**src/rtl/fcs_frame_ctrl.sv**
```systemverilog
// rtl/fcs_frame_ctrl.sv - frame serialiser with CRC/FCS append, feeds the FCS bit counter
//
// Purpose:
//   Accepts one parallel frame per Data_Valid/Data_Ready handshake, shifts the
//   data bits out LSB-first while enabling the external bit counter, accumulates
//   a CRC over the transmitted bits, then appends the CRC MSB-first as FCS bits.
//   The counter's Cnt_done flag marks the last data bit of the frame.
//
// Ports:
//   CLK         in   1          system clock, posedge
//   RST         in   1          synchronous active-high reset
//   Data_In     in   IN_WIDTH   parallel frame, bit 0 transmitted first
//   Data_Valid  in   1          Data_In valid
//   Data_Ready  out  1          frame accepted this cycle if valid (IDLE only)
//   Cnt_En      out  1          counter enable (SHIFT only)
//   Cnt_done    in   1          counter at Data_Size-1: current bit is last data bit
//   Ser_Out     out  1          serial bit
//   Ser_Valid   out  1          Ser_Out meaningful (SHIFT and FCS)
//   Fcs_Phase   out  1          Ser_Out is an FCS bit
//   Frame_Done  out  1          one-cycle pulse after the last FCS bit

module fcs_frame_ctrl #(
    parameter int                   IN_WIDTH  = 1024,
    parameter int                   CRC_WIDTH = 8,
    parameter logic [CRC_WIDTH-1:0] POLY      = 8'h07,
    parameter logic [CRC_WIDTH-1:0] SEED      = 8'h00
) (
    input  logic                CLK,
    input  logic                RST,
    input  logic [IN_WIDTH-1:0] Data_In,
    input  logic                Data_Valid,
    output logic                Data_Ready,
    output logic                Cnt_En,
    input  logic                Cnt_done,
    output logic                Ser_Out,
    output logic                Ser_Valid,
    output logic                Fcs_Phase,
    output logic                Frame_Done
);

    // Sized so the count reaches CRC_WIDTH-1 without wrapping.
    localparam int                FCS_CW   = $clog2(CRC_WIDTH) + 1;
    localparam logic [FCS_CW-1:0] FCS_LAST = FCS_CW'(CRC_WIDTH - 1);

    typedef enum logic [1:0] {
        IDLE  = 2'd0,
        SHIFT = 2'd1,
        FCS   = 2'd2,
        DONE  = 2'd3
    } state_t;

    state_t                state;
    state_t                state_next;
    logic [IN_WIDTH-1:0]   shift_reg;
    logic [CRC_WIDTH-1:0]  crc;
    logic [FCS_CW-1:0]     fcs_cnt;
    logic                  crc_fb;

    // Feedback uses the bit currently on Ser_Out during SHIFT.
    assign crc_fb = crc[CRC_WIDTH-1] ^ shift_reg[0];

    always_ff @(posedge CLK) begin
        if (RST) begin
            state <= IDLE;
        end else begin
            state <= state_next;
        end
    end

    always_comb begin
        state_next = state;
        Data_Ready = 1'b0;
        Cnt_En     = 1'b0;
        Ser_Out    = 1'b0;
        Ser_Valid  = 1'b0;
        Fcs_Phase  = 1'b0;
        Frame_Done = 1'b0;
        case (state)
            IDLE: begin
                Data_Ready = 1'b1;
                if (Data_Valid) begin
                    state_next = SHIFT;
                end
            end
            SHIFT: begin
                Cnt_En    = 1'b1;
                Ser_Valid = 1'b1;
                Ser_Out   = shift_reg[0];
                if (Cnt_done) begin
                    state_next = FCS;
                end
            end
            FCS: begin
                Ser_Valid = 1'b1;
                Fcs_Phase = 1'b1;
                Ser_Out   = crc[CRC_WIDTH-1];
                if (fcs_cnt == FCS_LAST) begin
                    state_next = DONE;
                end
            end
            DONE: begin
                Frame_Done = 1'b1;
                state_next = IDLE;
            end
            default: state_next = IDLE;
        endcase
    end

    always_ff @(posedge CLK) begin
        if (RST) begin
            shift_reg <= '0;
            crc       <= SEED;
            fcs_cnt   <= '0;
        end else begin
            case (state)
                IDLE: begin
                    if (Data_Valid) begin
                        shift_reg <= Data_In;
                        crc       <= SEED;
                    end
                end
                SHIFT: begin
                    shift_reg <= shift_reg >> 1;
                    crc       <= {crc[CRC_WIDTH-2:0], 1'b0} ^ (crc_fb ? POLY : '0);
                    if (Cnt_done) begin
                        fcs_cnt <= '0;
                    end
                end
                FCS: begin
                    // CRC register doubles as the FCS shift register.
                    crc     <= crc << 1;
                    fcs_cnt <= fcs_cnt + 1'b1;
                end
                default: ;
            endcase
        end
    end

endmodule

```
**config.mk**
```make
export PLATFORM = sky130hd
export DESIGN_NAME = fcs_frame_ctrl
export DESIGN_NICKNAME = d
export VERILOG_FILES = /design/src/rtl/fcs_frame_ctrl.sv
export SDC_FILE = /design/constraint.sdc
export NUM_CORES = 2
export LEC_CHECK = 0
export ABC_AREA = 0
export CORE_AREA = 2 2 407 409
export CTS_CLUSTER_DIAMETER = 100
export DETAILED_ROUTE_END_ITERATION = 12
export DIE_AREA = 0 0 409 411
export GPL_TIMING_DRIVEN = 0
export PLACE_DENSITY = 0.49
export SLEW_MARGIN = 15
export SYNTH_ARGS = -nofsm -noshare
export SYNTH_HDL_FRONTEND = slang
export SYNTH_SLANG_ARGS = --single-unit
```
**constraint.sdc**
```tcl
create_clock -name CLK -period 2.3 [get_ports CLK]
set_input_delay 0.46 -clock CLK [delete_from_list [all_inputs] [get_ports CLK]]
set_output_delay 0.46 -clock CLK [all_outputs]
set_load 0.03 [all_outputs]
```
# Word-level counts from Yosys, hierarchy flattened
# Index checks and enable logic that the tools add are counted.
# totals
output_inout_bits	6
ff_bits	1038
in_bits	1028
word_cells	40
# classes
add_sub_neg	1
mux	17
eq_ne	7
n_reduce_logical	9
bitwise	2
# op_table
cell	count
case mux 1024 bit (2 select lines)	1
2-to-1 mux 1024 bit	1
case mux 8 bit (3 select lines)	1
2-to-1 mux 8 bit	1
case mux 2 bit (4 select lines)	1
case mux 4 bit (2 select lines)	1
XOR 8 x 3 -> 8 bit	1
2-to-1 mux 2 bit	3
!= test 2 bit (second input constant)	3
AND reduction 2 bit	3
2-to-1 mux 1 bit	5
adder 4 x 1 -> 4 bit (second input constant)	1
== test 2 bit (second input constant)	2
== test 4 x 3 -> 1 bit (second input constant)	1
2-to-1 mux 4 bit	1
nonzero test 2 bit	2
2-to-1 mux 3 bit	1
AND reduction 3 bit	1
nonzero test 3 bit	1
== test 2 x 1 -> 1 bit (second input constant)	1
logical NOT 2 bit	1
case mux 1 bit (2 select lines)	1
OR reduction 2 bit	1
XOR 1 bit	1

# Longest topological paths before layout
# depth
depth_word	4
ltp_mapped	9
ltp_nobuf	6

# Worst setup path before layout
# Ideal clock, no wire load.
# synth_path
path_kind	register to output
from	reg state[0]
to	out Ser_Out
arrival_time_ns	1.609
path_stages_with_launch	6
path_buffers	1
slack_ns	0.231
path_cell_list	dfxtp_1 -> inv_1 -> ha_1 -> clkbuf_1 -> a22oi_1 -> nor2b_1
# synth_via
elab_chain_len	2
# synth_rtl
item	line	source
start, declared	52	state_t state;
start signal, assigned	66	state <= state_next;
== test 2 bit / == test 2 x 1 -> 1 bit (equally long branches)	78	case (state)
case mux 1 bit (2 select lines) *	78	
end, declared	35	output logic Ser_Out,
# Every way passes the cells marked *; elsewhere a longest branch is shown, timed or not.

# Worst setup path in the final report
# Ends and elaborated chain as after synthesis.

==> results.md <==
* Result of the run: finished with violations
* Failing checks: setup timing
* Via/cell ratio at 4.86
* Async S/R FF share, synth at 0
* Minimum setup slack after placement at -0.837 ns
* Number of enable flip-flop cells after synthesis at 0
* Portion of the clock cycle consumed by the worst path in the final layout at 1.00
* Top-count cell post-synth: sky130_fd_sc_hd__dfxtp_1
* Wire length of the first global-routing pass at 265000 microns
* Number of failing hold endpoints at the final stage at 0
* Endpoint class of the critical path: primary output
* Number of global-route vias before repair at a little under 40000
* Critical path cell sequence: inv_4 > ha_2 > clkbuf_8 > a22oi_2 > nor2b_2 > buf_6
* Count of H-tree levels built during CTS at 4
* Required @ worst endpoint at 1.84 ns
* Fraction of layout instances using a drive strength above 1 at 0.0965
* Clock latency on the worst-skew pair at 0.77 ns
* Sequential area share after synthesis at 0.453
* Combined buffer and inverter count along the critical path at 3
* CTS hold repair buffers at 0
* Number of ports placed on the die boundary at between 1000 and 1500
* Detailed Routing Iterations Pass 1 at 5
* Signed area change from the synthesized netlist to the final layout at 38.6%
* Maximum number of pins on one net before global-route repair at 17
* Synthesized area at 45900 sq um
* Post-synth top area share at 0.453
* Max-slew headroom at the worst pin at 0.339
* Average wire length per cell after detail routing at around 22 microns
* Gate count after technology mapping at 4633
* Total GRT Usage at 0.209
* Slowest CP cell: sky130_fd_sc_hd__dfxtp_4
* PnR worst setup slack at -0.00521 ns
* Hold path start: RST
* Path type of the worst setup path: register to primary output
* Routed vias at 39500
* Routability congestion estimate from global placement at slightly below 0.9
* Yosys cell types at 29
* Flip-flop count of the largest register, all copies and words added at between 1000 and 1500
* Critical register-to-register path startpoint: state[1]
* Initial detailed-routing violation count at 2067
* Critical Path Max Stage Delay at between 0.3 and 0.4 ns
* Post-route design area at 63600 sq um
* Leading post-synthesis cells by cell area: sky130_fd_sc_hd__dfxtp_1, sky130_fd_sc_hd__mux2i_1, sky130_fd_sc_hd__a211oi_1
* Number of cells on the worst hold path at 2
* Seq cells post-synth at 1038
* Maximum clock frequency at 434 MHz
* Overall die height at 411 microns
* Sum of net half-perimeters after detailed placement at ~140000 microns
* Worst min-delay path endpoint: shift_reg[990]
* Biggest area consumer among synthesized cells: sky130_fd_sc_hd__dfxtp_1
* Detailed-route wire length at about 180000 microns
* Setup repair after global routing missed its margin: yes
* Static leakage power at ~24 nW
* Die Footprint at 168000 sq um
* Clock Sinks at between 1000 and 1500
* Placeable core area at 164000 sq um
* Remaining Overflow, GRT at 0
* Avg Inst Size Synth at approximately 9.9 sq um
* Final count of pins violating max slew at 0
* IO Port Bufs at 1032
* Die span in x at 409 microns
* Post-route minimum period at 2.31 ns
* Dominant register cell in the synthesized netlist: sky130_fd_sc_hd__dfxtp_1
* Arr. time, crit path at 1.85 ns
* Max capacitance violation total at 0
* Syn_nets at 5668
* Synthesis warning total at 0
* Leading cell types by count after synthesis: sky130_fd_sc_hd__dfxtp_1, sky130_fd_sc_hd__nor2_1, sky130_fd_sc_hd__mux2i_1, sky130_fd_sc_hd__a211oi_1, sky130_fd_sc_hd__buf_2
* Hold Crit Class: primary input to register
* Core Rows at about 150
* Highest fanout seen on the critical path at 4
* Initial standard-cell utilization of the core at 0.280
* Placed Instance Area at 59000 sq um
* Worst reg2reg path depth at 9
* Worst-margin pin slew at 0.991 ns
* End of the worst register-to-register path: shift_reg[690]
* Master cell of the clock root buffer: sky130_fd_sc_hd__clkbuf_16
* Number of nets in the finished design at around 7000
* Power Dens Cells at 1400 nW/um^2
* Num CTS Buffers at 131
* CTS tree: built
* # DRC at 0
* Setup slack, reg-to-reg at 0.14 ns
* Post-DRT Antenna Nets at 0
* Kind of cell adding the most delay to the critical path: flip-flops
* Clock Skew at 0.0307 ns
* Clock Pin Slew Worst Setup and Hold Paths at 0.05 ns
* Type of element launching the critical path: register
* Buffer levels on the longest clock path at 3
* Maximum VDD drop at 0.730 mV
* Number of antenna violations at the first check in global routing at 134
* Setup-violating endpoint count in the final report at 1
-- what timing repair did --
item / in CTS / in global routing
pin swaps: 1 / 0
resized for setup: 72 / 27
setup buffers: 4 / 0
endpoints found under the setup margin: 212 / 92
gates cloned: 0 / 0
-- per-layer routing --
layer  GRT usage  share of wire  vias to the layer above
li1            -              -                    19300
met1       0.248           0.42                    18700
met2       0.350           0.48                     1057
met3      0.0743          0.075                      355
met4      0.0673          0.023                      122
met5           0         0.0042                        -
-- worst max-delay path by stage --
| stage | to | from | cells after the start | slack (ns) |
|---|---|---|---|---|
| 2_1_floorplan | Ser_Out | state[0] | 5 | 0.23 |
| 5_1_grt | Ser_Out | state[0] | 6 | -0.12 |
| 3_3_place_gp | shift_reg[559] | state[1] | 8 | -0.82 |
| 4_1_cts | Ser_Out | state[0] | 6 | -0.11 |
| 3_5_place_dp | shift_reg[559] | state[1] | 8 | -0.84 |
| 6_report | Ser_Out | state[0] | 6 | -0.005 |
-- area by class of cell --
type,count,area (sq um)
fillers,16300,100000
multi-input cells,3134,22300
flip-flops and latches,1038,20800
repair buffers,1036,10400
clock buffers,186,3750
plain buffers,459,2970
well taps,2189,2740
clock inverters,42,616
diodes,43,108
inverters,2,10.0
-- layout by cell type, fill, tap and decap left out, types with 4 or more instances in the layout --
cell	netlist	final
sky130_fd_sc_hd__nand2b_1	4	4
sky130_fd_sc_hd__dfxtp_1	1038	1036
sky130_fd_sc_hd__clkinv_2	0	17
sky130_fd_sc_hd__clkbuf_16	0	135
sky130_fd_sc_hd__a211oi_1	1015	1015
sky130_fd_sc_hd__diode_2	0	43
sky130_fd_sc_hd__clkbuf_8	0	19
sky130_fd_sc_hd__a211oi_2	10	10
sky130_fd_sc_hd__a22oi_1	7	6
sky130_fd_sc_hd__clkdlybuf4s50_1	0	1026
sky130_fd_sc_hd__buf_6	105	105
sky130_fd_sc_hd__buf_4	31	35
sky130_fd_sc_hd__mux2i_1	1027	1026
sky130_fd_sc_hd__inv_6	0	5
sky130_fd_sc_hd__clkbuf_2	0	16
sky130_fd_sc_hd__o21ai_0	4	4
sky130_fd_sc_hd__buf_2	184	179
sky130_fd_sc_hd__clkbuf_4	3	13
sky130_fd_sc_hd__clkbuf_1	130	147
sky130_fd_sc_hd__ha_1	7	5
sky130_fd_sc_hd__nor2b_1	5	4
sky130_fd_sc_hd__nor2_1	1035	1035
sky130_fd_sc_hd__bufinv_16	0	12
-- power breakdown --
| group | switching [W] | total [W] | internal (W) | leakage (nW) |
|---|---|---|---|---|
| logic | 0.0208 | 0.0377 | 0.0169 | 12.9 |
| clock network | 0.00854 | 0.0213 | 0.0127 | 2.14 |
| registers | 0.00400 | 0.0299 | 0.0259 | 8.61 |
-- metrics by stage --
stage | utilization | hold WS (ns) | total power, W | TNS, ns | cells
2_1_floorplan | - | 0.450 | 0.0574 | 0 | 4633
4_1_cts | 0.387 | 0.165 | 0.0896 | -0.108 | 8086
3_5_place_dp | 0.360 | 0.474 | 0.0677 | -120.24 | 7854
6_report | 0.388 | 0.211 | 0.0889 | -0.00521 | 8129
3_3_place_gp | 0.360 | 0.478 | 0.0671 | -104.18 | 7854
5_1_grt | 0.388 | 0.222 | 0.0949 | -0.122 | 8111
-- kinds of logic (layout without fill, tap and decap cells) --
kind of cell / after synthesis / after routing / share of synthesized area
DFF: 1038 / 1038 / 0.453
muxes: 1028 / 1028 / 0.224
AOI/OAI and AO/OA: 1043 / 1043 / 0.171
and+or+nand+nor: 1055 / 1055 / 0.0872
other: 0 / 43 / 0
buffers and inverters: 461 / 1725 / 0.0626
adders and majority gates: 7 / 7 / 0.00191
xor gates and xnor gates: 1 / 1 / 0.000191
-- worst reg2reg max path, delay by kind of cell, from the launching register on --
family                   cells  cell delay (ns)
AO/OA/AOI/OAI                1             0.27
adder cells (fa/ha/maj)      1             0.17
buffers and inverters        5             0.97
flip-flops                   1             0.35
multiplexers                 1             0.24
AND/OR/NAND/NOR              1             0.07
(Power assumes the default switching activity.)
